--- config.mk ---
export PLATFORM = sky130hd
export DESIGN_NAME = gf180mcu_fd_sc_mcu9t5v0__clkdiv_prog_flat
export DESIGN_NICKNAME = d
export VERILOG_FILES = /design/src/rtl/gf180mcu_fd_sc_mcu9t5v0__clkdiv_prog_if.sv /design/src/rtl/gf180mcu_fd_sc_mcu9t5v0__clkdiv_prog.sv /design/src/flat_wrapper.sv
export SDC_FILE = /design/constraint.sdc
export NUM_CORES = 1
export LEC_CHECK = 0
export BUFFER_PORTS_ARGS = -buffer_cell sky130_fd_sc_hd__buf_2
export CORE_MARGIN = 5
export CORE_UTILIZATION = 42
export CTS_BUF_LIST = sky130_fd_sc_hd__clkbuf_8
export DETAILED_ROUTE_END_ITERATION = 6
export PLACE_DENSITY = 0.63
export SLEW_MARGIN = 15
export SYNTH_ARGS = -nofsm -noshare
export SYNTH_HDL_FRONTEND = slang
export SYNTH_SLANG_ARGS = --single-unit
--- constraint.sdc ---
create_clock -name CLK -period 1.94 [get_ports CLK]
set_input_delay 0.388 -clock CLK [delete_from_list [all_inputs] [get_ports CLK]]
set_output_delay 0.388 -clock CLK [all_outputs]
set_load 0.02 [all_outputs]
--- src/rtl/gf180mcu_fd_sc_mcu9t5v0__clkdiv_prog_if.sv ---
// rtl/gf180mcu_fd_sc_mcu9t5v0__clkdiv_prog_if.sv - control bundle of the programmable clock divider
// The controller drives EN/DIV/LD; the divider returns ACK/RUNNING.
interface gf180mcu_fd_sc_mcu9t5v0__clkdiv_prog_if #(
  parameter int W = 4
);
  logic         EN;
  logic [W-1:0] DIV;
  logic         LD;
  logic         ACK;
  logic         RUNNING;

  modport master (
    output EN,
    output DIV,
    output LD,
    input  ACK,
    input  RUNNING
  );

  modport slave (
    input  EN,
    input  DIV,
    input  LD,
    output ACK,
    output RUNNING
  );
endinterface

--- src/rtl/gf180mcu_fd_sc_mcu9t5v0__clkdiv_prog.sv ---
// rtl/gf180mcu_fd_sc_mcu9t5v0__clkdiv_prog.sv - glitch-free programmable integer clock divider
// Ratio N = act_div + 2; ratio and run/stop changes only take effect at period boundaries.
module gf180mcu_fd_sc_mcu9t5v0__clkdiv_prog #(
  parameter int          W       = 4,
  parameter logic [W-1:0] RST_DIV = '0
) (
  input  logic                                         CLK,
  input  logic                                         RN,
  gf180mcu_fd_sc_mcu9t5v0__clkdiv_prog_if.slave        ctl,
  output logic                                         CLKO
);

  typedef enum logic {
    ST_STOP = 1'b0,
    ST_RUN  = 1'b1
  } state_t;

  state_t       state_q,   state_d;
  logic [W:0]   cnt_q,     cnt_d;
  logic [W-1:0] act_div_q, act_div_d;
  logic [W-1:0] shd_div_q, shd_div_d;
  logic         pend_q,    pend_d;
  logic         clko_q,    clko_d;
  logic         ack_q,     ack_d;
  logic         running_q, running_d;

  logic [W:0]   n_cur;
  logic [W:0]   h_cur;
  logic [W:0]   cnt_inc;
  logic         boundary;
  logic         apply_req;
  logic [W-1:0] apply_div;

  // An LD on the applying edge wins over the older shadow value.
  assign apply_req = pend_q | ctl.LD;
  assign apply_div = ctl.LD ? ctl.DIV : shd_div_q;

  assign n_cur    = {1'b0, act_div_q} + (W+1)'(2);
  assign h_cur    = n_cur >> 1;
  assign cnt_inc  = cnt_q + (W+1)'(1);
  assign boundary = (cnt_q == (n_cur - (W+1)'(1)));

  always_comb begin
    state_d   = state_q;
    cnt_d     = cnt_q;
    act_div_d = act_div_q;
    shd_div_d = shd_div_q;
    pend_d    = pend_q;
    clko_d    = clko_q;
    ack_d     = 1'b0;

    if (ctl.LD) begin
      shd_div_d = ctl.DIV;
      pend_d    = 1'b1;
    end

    unique case (state_q)
      ST_STOP: begin
        cnt_d  = '0;
        clko_d = 1'b0;
        if (apply_req) begin
          act_div_d = apply_div;
          pend_d    = 1'b0;
          ack_d     = 1'b1;
        end
        if (ctl.EN) begin
          state_d = ST_RUN;
          cnt_d   = '0;
          clko_d  = 1'b1;
        end
      end

      ST_RUN: begin
        if (!boundary) begin
          cnt_d  = cnt_inc;
          clko_d = (cnt_inc < h_cur);
        end else begin
          // The period has completed; a new ratio governs the next one.
          if (apply_req) begin
            act_div_d = apply_div;
            pend_d    = 1'b0;
            ack_d     = 1'b1;
          end
          cnt_d = '0;
          if (ctl.EN) begin
            clko_d = 1'b1;
          end else begin
            state_d = ST_STOP;
            clko_d  = 1'b0;
          end
        end
      end

      default: begin
        state_d = ST_STOP;
        cnt_d   = '0;
        clko_d  = 1'b0;
      end
    endcase

    running_d = (state_d == ST_RUN);
  end

  always_ff @(posedge CLK or negedge RN) begin
    if (!RN) begin
      state_q   <= ST_STOP;
      cnt_q     <= '0;
      act_div_q <= RST_DIV;
      shd_div_q <= RST_DIV;
      pend_q    <= 1'b0;
      clko_q    <= 1'b0;
      ack_q     <= 1'b0;
      running_q <= 1'b0;
    end else begin
      state_q   <= state_d;
      cnt_q     <= cnt_d;
      act_div_q <= act_div_d;
      shd_div_q <= shd_div_d;
      pend_q    <= pend_d;
      clko_q    <= clko_d;
      ack_q     <= ack_d;
      running_q <= running_d;
    end
  end

  assign CLKO        = clko_q;
  assign ctl.ACK     = ack_q;
  assign ctl.RUNNING = running_q;

endmodule

--- src/flat_wrapper.sv ---
// flat-port wrapper written by rule: the top's interface ports become plain ports
module gf180mcu_fd_sc_mcu9t5v0__clkdiv_prog_flat 
#(
  parameter int          W       = 4,
  parameter logic [W-1:0] RST_DIV = '0
)
  (CLK, RN, CLKO, ctl_EN, ctl_DIV, ctl_LD, ctl_ACK, ctl_RUNNING);
  gf180mcu_fd_sc_mcu9t5v0__clkdiv_prog_if #(.W(W)) ctl_i ();
  input  logic CLK;
  input  logic RN;
  output logic CLKO;
  input wire logic [$bits(ctl_i.EN)-1:0] ctl_EN;
  input wire logic [$bits(ctl_i.DIV)-1:0] ctl_DIV;
  input wire logic [$bits(ctl_i.LD)-1:0] ctl_LD;
  output wire logic [$bits(ctl_i.ACK)-1:0] ctl_ACK;
  output wire logic [$bits(ctl_i.RUNNING)-1:0] ctl_RUNNING;
  assign ctl_i.EN = ctl_EN;
  assign ctl_i.DIV = ctl_DIV;
  assign ctl_i.LD = ctl_LD;
  assign ctl_ACK = ctl_i.ACK;
  assign ctl_RUNNING = ctl_i.RUNNING;
  gf180mcu_fd_sc_mcu9t5v0__clkdiv_prog #(.W(W), .RST_DIV(RST_DIV)) u_core (.CLK(CLK), .RN(RN), .ctl(ctl_i), .CLKO(CLKO));
endmodule
After elaboration in Yosys (flattened, before gate mapping) --
Index checks and enable logic that the tools add are counted.
Operators by class: $add $sub $neg 3, order comparisons 1, eq/ne operators 2, multiplexer cells 18, bitwise operators 2
Operator list (count):
- 4-bit 2-to-1 mux | 3
- 5-bit one-hot mux with 2 select lines | 1
- 1-bit 2-to-1 mux | 8
- 1-bit one-hot mux with 2 select lines | 4
- 4-bit one-hot mux with 2 select lines | 1
- 4-bit by 2-bit adder with 5-bit output, second input constant | 1
- 5-bit by 1-bit adder with 5-bit output, second input constant | 1
- 5-bit == test | 1
- 5-bit by 4-bit less-than comparator with 1-bit output | 1
- 5-bit 2-to-1 mux | 1
- 5-bit by 1-bit subtractor with 5-bit output, second input constant | 1
- 2-bit != test, second input constant | 1
- 1-bit NOT | 1
- 1-bit bitwise OR | 1
Word-level totals: register bits after elaboration 17, bits of input ports 8, output and inout bits 3, word-level logic and storage cells 33

Logic depth before layout (Yosys ltp) --
Gate-level depths: netlist (run 1).
word-level depth 5, mapped depth 7, mapped depth without buffers 7

Least setup slack after synthesis (run 1) --
OpenSTA, ideal clock, no wires.
path kind register -> register, start point register u_core.act_div_q[1], end point register u_core.act_div_q[0], library setup time 125 ps, arrival 1776 ps, required time 1815 ps, path slack 39 ps, stages on the path, launching flop included 7, path buffers 0, period minus slack after synthesis 1901 ps, path through dfrtp_1 -> ha_1 -> xnor2_1 -> xnor2_1 -> nor3_2 -> a41o_4 -> mux2_4
Between the ends: word-level cells in the longest chain between the ends 4
RTL lines:
- from (decl) | line gf180mcu_fd_sc_mcu9t5v0__clkdiv_prog.sv:20 | logic [W-1:0] act_div_q, act_div_d;
- from (signal assigned) | line gf180mcu_fd_sc_mcu9t5v0__clkdiv_prog.sv:117 | act_div_q <= act_div_d;
- 4-bit by 2-bit adder with 5-bit output | line gf180mcu_fd_sc_mcu9t5v0__clkdiv_prog.sv:38 | assign n_cur = {1'b0, act_div_q} + (W+1)'(2);
- 5-bit by 1-bit subtractor with 5-bit output | line gf180mcu_fd_sc_mcu9t5v0__clkdiv_prog.sv:41 | assign boundary = (cnt_q == (n_cur - (W+1)'(1)));
- 5-bit == test | line gf180mcu_fd_sc_mcu9t5v0__clkdiv_prog.sv:41
- 2-bit != test (no source line)
No other way between the ends. A chain may end at the register's enable or synchronous reset.

Worst setup path after layout (run 1) --
start point register u_core.act_div_q[1], end point register u_core.act_div_q[2]
Same word-level chain as after synthesis.

==> results.json, run 1 <==
{
  "die_h_um": 56.35,
  "cap_violations": 0,
  "power_frac_comb": 0.641,
  "antenna_cells": 0,
  "min_period_ps": 1982,
  "setup_slack_ps": -41.98,
  "fp.dieW_um": 56.35,
  "tightest_slew_ps": 389.6,
  "wl_per_cell_um": 13.23,
  "fin_cells": 124,
  "hold_violations": 0,
  "outcome": "finished, violations left",
  "fin_nets": 113,
  "synth_common_cells": "17 x dfrtp_1, 10 x xnor2_1, 7 x ha_1",
  "synth_edf_count": 0,
  "crit_fanout": 5,
  "yosysSeqAreaShare": 0.4716,
  "setup_tns_ps": -153.9,
  "p_int_mw": 1.571,
  "die-area_sq_um": 3175,
  "synth_top_cell_area_share": 0.4716,
  "area_growth_pct": 28.99,
  "regArea_sq_um": 427.9,
  "hold_path_class": "input port to asynchronous set/reset pin",
  "post-route-drc-count": 0,
  "grt_pass1_vias": 611,
  "path_clk_slew_ps": 60,
  "place_hpwl_um": 1213,
  "fin_total_pwr_mw": 2.486,
  "critical_path_class": "register to register",
  "setup_viol": 4,
  "clk_latency_ps": 250,
  "power_frac_clock": 0.101,
  "antenna_found_initial": 0,
  "slew_headroom": 0.7403,
  "synth_seq_cells": 17,
  "yosys_warnings": 0,
  "cts_inserted_buffers": 3,
  "cp.required_ps": 2070,
  "crit_path_start_kind": "register",
  "vias": 591,
  "grt.overflow.total": 0,
  "synth_most_common_cell": "dfrtp_1",
  "worst_ir_drop_vdd_uv": 1028,
  "dp.cells": 116,
  "p_leak_nw": 0.5448,
  "synthTopCellsByArea": "dfrtp_1 47%, ha_1 9.7%, xnor2_1 9.7%",
  "wl_um": 1640,
  "core_area_sq_um": 2002,
  "grt_max_degree": 18,
  "synth_cell_types": 20,
  "dr.first_iter.drc_count": 13,
  "fin_worst_skew_ps": 1.723,
  "slew_viol_final": 0,
  "nFillCells": 165,
  "violations": "setup timing",
  "ant_nets": 0,
  "drt-vias-per-instance": 4.766,
  "initial_core_util": 0.4506,
  "multi_input_area_sq_um": 505.5,
  "rsz0062_at_grt": "yes",
  "gp_congestion": 0.7401,
  "grt_pass1_wl_um": 2891,
  "worstSetupEndpointType": "register",
  "drtPass1Iterations": 3,
  "synth_ff_type": "dfrtp_1",
  "portBuffers": 10,
  "clockRootBuffer": "clkbuf_8",
  "io_pins": 11,
  "dp_slack_ps": -72.21,
  "final.period_utilization": 1.022,
  "std_cell_rows": 16,
  "synth_top_cell_by_area": "dfrtp_1",
  "tritoncts": "built",
  "avgSynthCellArea_sq_um": 12.36,
  "worst_ep_arrival_time_ps": 2120,
  "power.switching_mw": 0.9145,
  "power.share.switching": 0.3679,
  "clockBufferDepth": 2,
  "syn_nets": 88,
  "cts.sinks": 17,
  "ctsHtreeMaxLevel": 1,
  "seqPwrFrac": 0.259,
  "async_flop_share": 1.000,
  "powerDensity_nw_per_um2": 2136,
  "synth_cells": 73,
  "postLayoutCoreUtil": 0.5813,
  "fmax_mhz": 504.5,
  "layout-drive-gt1-share": 0.4536,
  "syn-cell-area_sq_um": 902.1,
  "grt.total_usage": 0.1180
}
## power groups by stage
stage	registers [mW]	clock network, mW	logic [mW]
floorplan	0.643	0	0.999
global placement	0.630	0	1.36
detailed placement	0.630	0	1.38
CTS	0.626	0.262	1.49
global route	0.665	0.286	1.78
finish	0.643	0.250	1.59
## critical path, stage by stage, from the launching register on
cell     delay (ps)
dfrtp_2         440
ha_1            260
xnor2_2         220
nand3_2         130
xnor2_2         220
a41o_4          290
mux2_4          310
## area by class of cell
| type | count | area share |
|---|---|---|
| multi-input cells | 51 | 0.4344 |
| flip-flops and latches | 17 | 0.3677 |
| repair buffers | 20 | 0.1140 |
| clock buffers | 3 | 0.03548 |
| well taps | 27 | 0.02903 |
| inverters | 5 | 0.01613 |
| clock inverters | 1 | 0.003226 |
## per-stage QoR
step,hold slack [ps],cell area (sq um)
floorplan,92.41,902.1
global route,77.80,1164
CTS,60.68,1122
finish,53.55,1164
global placement,328.8,1031
detailed placement,333.9,1031
## path summary, 6_finish.rpt
kind	cells past startpoint	to	slack (ps)	from
setup / recovery	6	u_core.act_div_q[2]	-40	u_core.act_div_q[1]
hold / removal	1	u_core.ctl.ACK	50	RN
setup reg to reg	6	u_core.act_div_q[2]	-40	u_core.act_div_q[1]
hold reg to reg	2	u_core.pend_q	500	u_core.pend_q
max in group asynchronous	1	u_core.act_div_q[1]	1580	RN
min in group CLK	2	u_core.state_q	350	ctl_EN
## flip-flops by register name, summed over array words and instances, names as in the netlist
signal / count
u_core.cnt_q: 5
u_core.shd_div_q: 4
u_core.act_div_q: 4
u_core.pend_q: 1
u_core.CLKO: 1
u_core.ctl.ACK: 1
u_core.state_q: 1
## cell usage in the layout (no fill, tap or decap)
cell type | netlist | final
mux2_4 | 5 | 5
ha_4 | 0 | 2
a41o_4 | 1 | 1
a21oi_1 | 1 | 1
nor2_1 | 6 | 6
dfrtp_1 | 17 | 15
nand3_2 | 1 | 1
mux2_2 | 4 | 4
xor2_1 | 2 | 2
nand3_1 | 4 | 4
and2b_1 | 1 | 1
buf_6 | 0 | 2
or2_2 | 1 | 1
buf_4 | 0 | 8
a31o_2 | 1 | 1
clkbuf_8 | 0 | 3
buf_2 | 0 | 10
nor2b_1 | 2 | 2
inv_1 | 5 | 6
ha_1 | 7 | 5
nor3_1 | 1 | 1
nand2b_1 | 1 | 1
dfrtp_2 | 0 | 2
xnor2_1 | 10 | 7
xnor2_2 | 0 | 3
o21ai_0 | 2 | 2
nor3_2 | 1 | 1
## what timing repair did
action | CTS | global route
pin swaps | 4 | 2
setup endpoints to repair | 5 | 10
buffers inserted | 3 | 1
resized for setup | 3 | 6
hold buffers | 0 | 0
## layer usage
metal,global-route usage,part of all wire,vias to the layer above
met3,0.04128,0.044,4
met4,0.04068,0.011,0
met1,0.1568,0.49,280
met5,0,0,-
li1,-,-,296
met2,0.1770,0.45,11
## cells by family (layout without fill, tap and decap cells)
family / after synthesis / count (layout) / share of synthesized area
and+or+nand+nor: 18 / 18 / 0.1110
adders and majority gates: 7 / 7 / 0.09708
buffers and inverters: 5 / 29 / 0.02081
AOI/OAI and AO/OA: 5 / 5 / 0.04993
xor gates and xnor gates: 12 / 12 / 0.1165
DFF: 17 / 17 / 0.4716
muxes: 9 / 9 / 0.1331
No activity file was read; power rests on OpenSTA's default activity.
==> inputs of run 2 (changes only) <==
--- a/config.mk
+++ b/config.mk
@@ -5,6 +5,7 @@
 export SDC_FILE = /design/constraint.sdc
 export NUM_CORES = 1
 export LEC_CHECK = 0
+export ABC_AREA = 1
 export BUFFER_PORTS_ARGS = -buffer_cell sky130_fd_sc_hd__buf_2
 export CORE_MARGIN = 5
 export CORE_UTILIZATION = 42
==> results.json, run 2 <==
{
  "synth_most_common_cell": "nand2_1",
  "portBuffers": 10,
  "crit_buf_inv": 2,
  "area_growth_pct": 16.82,
  "std_cell_rows": 17,
  "cp.required_ps": 2120,
  "fin_cells": 166,
  "power_frac_clock": 0.130,
  "worst_ep_arrival_time_ps": 1890,
  "cap_violations": 0,
  "setup_viol": 0,
  "path_clk_slew_ps": 70,
  "fmax_mhz": 584.0,
  "place_hpwl_um": 1389,
  "vias": 760,
  "crit_path_start_kind": "register",
  "setup_tns_ps": 0,
  "initial_core_util": 0.4346,
  "worstSetupEndpointType": "register",
  "critical_path_class": "register to register",
  "dr.first_iter.drc_count": 30,
  "synth_top_cell_area_share": 0.4468,
  "slew_headroom": 0.7593,
  "synth_seq_cells": 17,
  "drt-vias-per-instance": 4.578,
  "core_area_sq_um": 2191,
  "regArea_sq_um": 426.7,
  "hold_violations": 0,
  "gp_congestion": 0.8155,
  "tritoncts": "built",
  "post-route-drc-count": 0,
  "io_pins": 11,
  "fp.dieW_um": 57.62,
  "ant_nets": 0,
  "async_flop_share": 1.000,
  "min_period_ps": 1712,
  "worst_ir_drop_vdd_uv": 1008,
  "critPathMaxStageDelay_ps": 460,
  "r2r_cells": 9,
  "slew_viol_final": 0,
  "yosys_warnings": 0,
  "synth_top_cell_by_area": "dfrtp_1",
  "path_delay_family": "adder cells",
  "post-cts-setup-buffers": 0,
  "critical_path.cell_chain": "ha_1 -> inv_1 -> nand2_1 -> nand2_1 -> inv_1 -> ha_1 -> a21oi_1 -> o21ai_0 -> o21ai_0",
  "power_frac_comb": 0.548,
  "final.period_utilization": 0.8827,
  "wl_per_cell_um": 10.38,
  "drtPass1Iterations": 4,
  "cts_inserted_buffers": 3,
  "wl_um": 1723,
  "fin_nets": 154,
  "regMostFlops": "u_core.cnt_q",
  "crit_fanout": 7,
  "nFillCells": 226,
  "p_leak_nw": 0.6145,
  "reg_top3": "u_core.cnt_q: 5 flops, u_core.act_div_q: 4 flops, u_core.shd_div_q: 4 flops",
  "die_h_um": 57.62,
  "avgSynthCellArea_sq_um": 7.679,
  "tightest_slew_ps": 361.0,
  "grt.overflow.total": 0,
  "crit_cells": 9,
  "grt.total_usage": 0.1220,
  "syn_nets": 139,
  "grt_pass1_vias": 734,
  "synth_cell_types": 14,
  "clk_latency_ps": 250,
  "clockRootBuffer": "clkbuf_8",
  "synthTopCellsByArea": "dfrtp_1 45%, nand2_1 17%, ha_1 9.2%",
  "final_common_cell": "nand2_1",
  "synth_common_cells": "43 x nand2_1, 21 x inv_1, 17 x dfrtp_1",
  "p_int_mw": 1.103,
  "crit_path_top_delay_cell": "dfrtp_2",
  "rsz0062_at_grt": "no",
  "power.switching_mw": 0.8669,
  "ctsHtreeMaxLevel": 1,
  "synth_edf_count": 0,
  "clockBufferDepth": 2,
  "seqPwrFrac": 0.322,
  "die-area_sq_um": 3319,
  "outcome": "completed",
  "dp.cells": 162,
  "fin_worst_skew_ps": 6.780,
  "antenna_found_initial": 0,
  "layout-drive-gt1-share": 0.1377,
  "syn-cell-area_sq_um": 952.2,
  "antenna_cells": 0,
  "grt_pass1_wl_um": 3139,
  "hold_path_class": "input port to asynchronous set/reset pin",
  "cts.sinks": 17,
  "grt_max_degree": 18,
  "synth_cells": 124,
  "powerDensity_nw_per_um2": 1771,
  "synth_ff_type": "dfrtp_1",
  "yosysSeqAreaShare": 0.4468,
  "power.share.switching": 0.4401,
  "largest_register_ffs": 5,
  "mostFrequentLayoutCells": "42 x nand2_1, 22 x inv_1, 16 x dfrtp_1, 12 x nand3_1, 11 x nor2_1",
  "multi_input_area_sq_um": 456.7
}
[run 2: logic make-up after synthesis]
family	synth area share
AOI/OAI and AO/OA	0.02102
buffers and inverters	0.09462
adders and majority gates	0.09198
xor gates and xnor gates	0.04600
and+or+nand+nor	0.2996
DFF	0.4468
[run 2: final timing paths]
path                                startpoint                   to  slack, ps
max                        u_core.act_div_q[1]          u_core.CLKO        230
min                                         RN      u_core.cnt_q[2]         40
max reg2reg                u_core.act_div_q[1]          u_core.CLKO        230
min reg2reg                u_core.shd_div_q[0]  u_core.shd_div_q[0]        470
max in group asynchronous                   RN  u_core.act_div_q[1]       1610
min in group CLK                        ctl_EN       u_core.state_q        330
[run 2: metrics by stage]
stage               power [mW]    util  area [sq um]  worst slack, ps  hold WS, ps
floorplan                1.409       -         952.2            324.6        92.41
global placement         1.668  0.4774          1046            77.76        325.3
detailed placement       1.684  0.4774          1046            51.00        324.3
CTS                      1.948  0.4980          1091            33.05        47.72
global route             2.214  0.5077          1112            20.76        72.71
finish                   1.970  0.5077          1112            227.6        35.12
[run 2: cell type report]
class	instances	share of cell area
clock buffers	3	0.03712
clock inverters	1	0.003375
inverters	21	0.07087
multi-input cells	85	0.4106
flip-flops and latches	17	0.3836
well taps	28	0.03150
repair buffers	11	0.06299
[run 2: routing by layer]
layer	track usage	wire length, um	vias to the layer above
met3	0.02895	61	4
met5	0	0	-
met2	0.1887	819	12
met1	0.1541	794	339
met4	0.07285	48	0
li1	-	-	405
[run 2: power by group through the flow]
stage | sequential, mW | clock [mW] | combinational, mW
after floorplan | 0.625 | 0 | 0.783
after global placement | 0.625 | 0 | 1.04
after detailed placement | 0.630 | 0 | 1.05
after CTS | 0.624 | 0.265 | 1.06
after global routing | 0.659 | 0.278 | 1.28
final | 0.634 | 0.257 | 1.08
[run 2: timing repair]
item,4_1_cts,5_1_grt
hold buffers,0,0
endpoints found under the setup margin,0,5
resized for setup,0,4
